[config.mk]
export PLATFORM = sky130hd
export DESIGN_NAME = serial_add_ctrl_flat
export DESIGN_NICKNAME = d
export VERILOG_FILES = /design/src/rtl/serial_add_ctrl_if.sv /design/src/rtl/serial_add_ctrl.sv /design/src/flat_wrapper.sv
export SDC_FILE = /design/constraint.sdc
export NUM_CORES = 1
export LEC_CHECK = 0
export CELL_PAD_IN_SITES_DETAIL_PLACEMENT = 2
export CELL_PAD_IN_SITES_GLOBAL_PLACEMENT = 2
export CORE_MARGIN = 2
export CORE_UTILIZATION = 29
export DETAILED_ROUTE_END_ITERATION = 10
export PLACE_DENSITY = 0.71
export SETUP_SLACK_MARGIN = 0.2
export SKIP_CTS_REPAIR_TIMING = 1
export SYNTH_ARGS = -nofsm -noshare
export SYNTH_HDL_FRONTEND = slang
export SYNTH_SLANG_ARGS = --single-unit
[constraint.sdc]
create_clock -name clk -period 1.7 [get_ports clk]
set_clock_uncertainty 0.15 [all_clocks]
set_input_delay 0.34 -clock clk [delete_from_list [all_inputs] [get_ports clk]]
set_output_delay 0.34 -clock clk [all_outputs]
set_load 0.05 [all_outputs]
[src/rtl/serial_add_ctrl_if.sv]
// Handshake and result bundle for the bit-serial add/subtract sequencer.
// master drives requests and observes results; slave is the sequencer side.
interface serial_add_ctrl_if #(parameter int WIDTH = 8);
  logic             start;
  logic             op_sub;
  logic [WIDTH-1:0] a;
  logic [WIDTH-1:0] b;
  logic             abort;
  logic             ready;
  logic             busy;
  logic             done;
  logic [WIDTH-1:0] sum;
  logic             c_out;
  logic             overflow;

  modport master (
    output start, op_sub, a, b, abort,
    input  ready, busy, done, sum, c_out, overflow
  );

  modport slave (
    input  start, op_sub, a, b, abort,
    output ready, busy, done, sum, c_out, overflow
  );
endinterface

[src/rtl/serial_add_ctrl.sv]
// Bit-serial add/subtract sequencer built around a single one-bit full adder.
// Operands are shifted LSB-first through FA; the carry is held in carry_q between bits.

// state   | meaning
// S_IDLE  | waiting for start, ready=1, results held
// S_RUN   | one operand bit per clock through FA, busy=1
// S_DONE  | one-cycle done pulse, start ignored

module FA (
  input  logic x,
  input  logic y,
  input  logic c_in,
  output logic sum,
  output logic c_out
);
  assign sum   = x ^ y ^ c_in;
  assign c_out = (x & y) | (c_in & (x ^ y));
endmodule

module serial_add_ctrl #(
  parameter int WIDTH = 8
) (
  input logic              clk,
  input logic              rst_n,
  serial_add_ctrl_if.slave bus
);
  localparam int            CW   = (WIDTH > 1) ? $clog2(WIDTH) : 1;
  localparam logic [CW-1:0] LAST = CW'(WIDTH - 1);

  typedef enum logic [1:0] {S_IDLE, S_RUN, S_DONE} state_t;

  state_t           state, state_nxt;
  logic [WIDTH-1:0] a_sr, b_sr, s_sr, sum_q;
  logic             carry_q, msb_cin, c_out_q;
  logic [CW-1:0]    cnt;
  logic             fa_sum, fa_cout;
  logic             accept, last_bit;

  FA u_fa (
    .x     (a_sr[0]),
    .y     (b_sr[0]),
    .c_in  (carry_q),
    .sum   (fa_sum),
    .c_out (fa_cout)
  );

  assign accept   = (state == S_IDLE) && bus.start;
  assign last_bit = (state == S_RUN) && !bus.abort && (cnt == LAST);

  always_ff @(posedge clk or negedge rst_n) begin
    if (!rst_n) state <= S_IDLE;
    else        state <= state_nxt;
  end

  always_comb begin
    state_nxt = state;
    case (state)
      S_IDLE: if (bus.start) state_nxt = S_RUN;
      S_RUN: begin
        if (bus.abort)        state_nxt = S_IDLE;
        else if (cnt == LAST) state_nxt = S_DONE;
      end
      S_DONE:  state_nxt = S_IDLE;
      default: state_nxt = S_IDLE;
    endcase
  end

  // Subtraction is a + ~b + 1: invert B on load and seed the carry with op_sub.
  always_ff @(posedge clk or negedge rst_n) begin
    if (!rst_n) begin
      a_sr    <= '0;
      b_sr    <= '0;
      s_sr    <= '0;
      carry_q <= 1'b0;
      cnt     <= '0;
      sum_q   <= '0;
      c_out_q <= 1'b0;
      msb_cin <= 1'b0;
    end else if (accept) begin
      a_sr    <= bus.a;
      b_sr    <= bus.op_sub ? ~bus.b : bus.b;
      carry_q <= bus.op_sub;
      s_sr    <= '0;
      cnt     <= '0;
    end else if (state == S_RUN) begin
      s_sr    <= {fa_sum, s_sr[WIDTH-1:1]};
      a_sr    <= a_sr >> 1;
      b_sr    <= b_sr >> 1;
      carry_q <= fa_cout;
      cnt     <= cnt + CW'(1);
      if (last_bit) begin
        sum_q   <= {fa_sum, s_sr[WIDTH-1:1]};
        c_out_q <= fa_cout;
        msb_cin <= carry_q;
      end
    end
  end

  assign bus.ready    = (state == S_IDLE);
  assign bus.busy     = (state == S_RUN);
  assign bus.done     = (state == S_DONE);
  assign bus.sum      = sum_q;
  assign bus.c_out    = c_out_q;
  assign bus.overflow = msb_cin ^ c_out_q;
endmodule

[src/flat_wrapper.sv]
// flat-port wrapper written by rule: the top's interface ports become plain ports
module serial_add_ctrl_flat 
#(
  parameter int WIDTH = 8
)
  (clk, rst_n, bus_start, bus_op_sub, bus_a, bus_b, bus_abort, bus_ready, bus_busy, bus_done, bus_sum, bus_c_out, bus_overflow);
  serial_add_ctrl_if #(.WIDTH(WIDTH)) bus_i ();
  input logic clk;
  input logic rst_n;
  input wire logic [$bits(bus_i.start)-1:0] bus_start;
  input wire logic [$bits(bus_i.op_sub)-1:0] bus_op_sub;
  input wire logic [$bits(bus_i.a)-1:0] bus_a;
  input wire logic [$bits(bus_i.b)-1:0] bus_b;
  input wire logic [$bits(bus_i.abort)-1:0] bus_abort;
  output wire logic [$bits(bus_i.ready)-1:0] bus_ready;
  output wire logic [$bits(bus_i.busy)-1:0] bus_busy;
  output wire logic [$bits(bus_i.done)-1:0] bus_done;
  output wire logic [$bits(bus_i.sum)-1:0] bus_sum;
  output wire logic [$bits(bus_i.c_out)-1:0] bus_c_out;
  output wire logic [$bits(bus_i.overflow)-1:0] bus_overflow;
  assign bus_i.start = bus_start;
  assign bus_i.op_sub = bus_op_sub;
  assign bus_i.a = bus_a;
  assign bus_i.b = bus_b;
  assign bus_i.abort = bus_abort;
  assign bus_ready = bus_i.ready;
  assign bus_busy = bus_i.busy;
  assign bus_done = bus_i.done;
  assign bus_sum = bus_i.sum;
  assign bus_c_out = bus_i.c_out;
  assign bus_overflow = bus_i.overflow;
  serial_add_ctrl #(.WIDTH(WIDTH)) u_core (.clk(clk), .rst_n(rst_n), .bus(bus_i));
endmodule
==> flow_summary_export.csv, run 1 <==
group,metric,value,unit
run_status,run_status,"finished with violations",
run_status,failed_checks,"setup timing",
global_routing,global_route_wire_length_before_repair,7.78,mm
clock_tree,clk_pin_slew_worst_paths,0.08,ns
clock_tree,cts_buffers,5,
detailed_routing,routed-via-count,1424,
logic_synthesis,register_bit_count_reported_by_yosys,39,
logic_synthesis,synth_edf_count,0,
timing,slew-limit-headroom,74.6,%
logic_synthesis,share_of_cell_area_taken_by_muxes_after_synthesis,6.55,%
timing,tightest_slew,0.378,ns
placed_design,gp_congestion,0.752,
finish,area.growth.synth_to_final,68.5,%
timing,setup_viol_count_final,11,
detailed_routing,routed_wl,6.20,mm
clock_tree,ctsRootBufferMaster,"clkbuf_8",
die,floorplan.initialDensity,29.5,%
worst_setup_path,critical_path_arrival,1.81,ns
finish,insertedDiodeCount,0,
clock_tree,tritoncts_num_sinks,39,
logic_synthesis,synthArstFlopShare,100,%
global_routing,grt_usage,15.8,%
placed_design,dp_cells,271,
logic_synthesis,yosysTopAreaCell,"dfrtp_1",
placed_design,io_buffer_count,33,
placed_design,detailed_place_hpwl,3.34,mm
global_routing,grt_max_degree,40,
timing,layout_setup_ws,-0.0713,ns
timing,grt_setup_unrepaired,"yes",
logic_synthesis,netlist.area_leader.share,56.8,%
run,maxCapViolCount,0,
die,io-pin-count,34,
finish,design.final.nets,234,
die,die_h,81.0,um
worst_setup_path,crit_path_start_kind,"flop",
pwr,cellLeakagePower,1.25,nW
finish,final_layout_size_suffix_gt1_share,46.0,%
detailed_routing,final_antenna_net_count,0,
global_routing,global_route.overflow_total,0,
timing,final_hold_viol_count,0,
detailed_routing,wl_per_cell,21.7,um
logic_synthesis,synth_top_family_by_area,"simple AND/OR/NAND/NOR gates",
timing,post-route-min-period,1.77,ns
finish,layout.cells.most_common,"dfrtp_1",
worst_setup_path,critPathRequiredTime,1.74,ns
timing,tns,-0.643,ns
logic_synthesis,postSynthCellCount,158,
detailed_routing,first_pass_iters,4,
finish,final.fill_count,587,
worst_setup_path,crit_fanout,7,
logic_synthesis,postSynthAreaPerCell,10.9,um^2
finish,layoutNonFillerInstCount,286,
clock_tree,cts_max_path_buffers,2,
logic_synthesis,netlist_area_before_placement,0.00172,mm^2
logic_synthesis,synth_top_flop_cell,"dfrtp_1",
finish,most-common-layout-cells,"dfrtp_1 (36), nand2_1 (34), clkdlybuf4s50_1 (19)",
placed_design,dpl_worst_slack,-0.229,ns
clock_tree,cts_max_level,2,
timing,final-max-slew-violation-count,0,
logic_synthesis,synth-simple-area-share,16.9,%
clock_tree,clock_insertion_delay_worst_skew,0.30,ns
timing,fmaxAchievable,0.565,GHz
global_routing,grt_pass1_vias,1495,
die,dieArea,0.00656,mm^2
placed_design,dpl_cell_area,0.00242,mm^2
finish,final_cell_area,0.00290,mm^2
worst_hold_path,hp-class,"flop to flop",
detailed_routing,drt-initial-drc-count,59,
detailed_routing,drc,0,
logic_synthesis,post_synthesis_share_of_cell_area_spent_on_xor_and_xnor_gates,4.59,%
global_routing,antenna_found_initial,0,
timing,finalCritPeriodShare,104,%
die,coreArea,0.00582,mm^2
logic_synthesis,synth_cell_type_count,27,
clock_tree,tritoncts,"done",
worst_setup_path,timing.setup.critical_path_class,"flop to flop",
pwr,power.ir.vdd_worst,0.691,mV
die,core.rowCount,28,
detailed_routing,vias_per_cell,4.98,
logic_synthesis,yosys_warnings,0,
logic_synthesis,postSynthNetCount,182,
logic_synthesis,synth-seq-area-share,56.8,%
logic_synthesis,largest_cells_by_area_after_synthesis,"dfrtp_1 (57%), nand2_1 (8.1%), mux2_2 (6.6%)",
worst_setup_path,worstSetupEndpointType,"flop",
pwr,power_density,1550,mW/mm^2
logic_synthesis,synth_adder_area_share,2.62,%
die,floorplan.die.width,81.0,um
logic_synthesis,compound_cell_area_share_of_the_yosys_netlist,8.96,%
flip-flops by register name, summed over array words and instances, names as in the netlist:
name / flops
u_core.a_sr: 8
u_core.bus.sum: 8
u_core.b_sr: 8
u_core.bus.c_out: 1
u_core.s_sr: 7
u_core.msb_cin: 1
u_core.carry_q: 1
u_core.cnt: 3
u_core.state: 2
per-layer routing:
layer,GRT usage [%],wire length [um],up-vias
met5,0,0,-
met4,5.08,80,0
met3,3.67,132,7
met2,28.3,3350,19
met1,18.8,2640,755
li1,-,-,643
area by class of cell:
type	count	area [um^2]	share of cell area [%]
sequential	39	980	33.8
multi-input combinational	108	962	33.2
timing repair buffer	55	731	25.2
tap	75	93.8	3.24
clock buffer	6	82.6	2.85
clock inverter	2	35.0	1.21
inverter	1	11.3	0.389
worst max-delay path, stage by stage, from the launching register on:
cell and delay, ns:
dfrtp_1 0.41, ha_2 0.22, ha_4 0.13, nor3b_4 0.26, buf_12 0.17, mux2_4 0.30
Yosys cell counts, types with 2 or more instances:
cell	count
a221o_1	2
a221o_2	5
a22oi_1	2
a31oi_1	6
buf_2	7
dfrtp_1	39
ha_1	2
mux2_2	10
nand2_1	37
nand3_1	11
nor2_1	14
xnor2_1	8
power by group:
group,total (W),switching (W),leakage [nW],internal [W]
registers,0.00162,0.000359,0.490,0.00126
clock network,0.000828,0.000352,0.0612,0.000475
logic,0.00204,0.00103,0.696,0.00101
logic make-up after synthesis:
family,count (synthesis)
XOR/XNOR,9
adder cells (fa/ha/maj),3
multiplexers,10
AND/OR/NAND/NOR,67
buffers and inverters,11
AO/OA/AOI/OAI,19
flip-flops,39
path summary, 6_finish.rpt:
kind / startpoint / to / slack [ns] / cells past startpoint
worst max-delay path: u_core.cnt[0] / u_core.bus.sum[0] / -0.07 / 5
worst min-delay path: u_core.s_sr[1] / u_core.s_sr[1] / 0.38 / 2
worst max register to register: u_core.cnt[0] / u_core.bus.sum[0] / -0.07 / 5
worst min register to register: u_core.s_sr[1] / u_core.s_sr[1] / 0.38 / 2
max in group asynchronous: rst_n / u_core.state[0] / 0.77 / 3
min in group asynchronous: rst_n / u_core.bus.sum[7] / 0.41 / 3
stage by stage:
step	total power, W	util [%]	hold WS [ns]
floorplan	0.00241	-	-0.106
detailed placement	0.00330	41.6	0.177
global placement	0.00319	41.6	0.171
CTS	0.00413	43.7	-0.146
finish	0.00448	49.8	0.376
global route	0.00470	49.8	0.414
Note: power is estimated with default switching activity, not from simulation.
==> inputs of run 2 (changes only) <==
--- a/config.mk
+++ b/config.mk
@@ -10,9 +10,11 @@
 export CORE_MARGIN = 2
 export CORE_UTILIZATION = 29
 export DETAILED_ROUTE_END_ITERATION = 10
+export GPL_ROUTABILITY_DRIVEN = 0
 export PLACE_DENSITY = 0.71
 export SETUP_SLACK_MARGIN = 0.2
 export SKIP_CTS_REPAIR_TIMING = 1
 export SYNTH_ARGS = -nofsm -noshare
 export SYNTH_HDL_FRONTEND = slang
 export SYNTH_SLANG_ARGS = --single-unit
+export TNS_END_PERCENT = 100
==> results of run 2 <==
The final DEF is identical to that of run 1; final timing and power are the same.
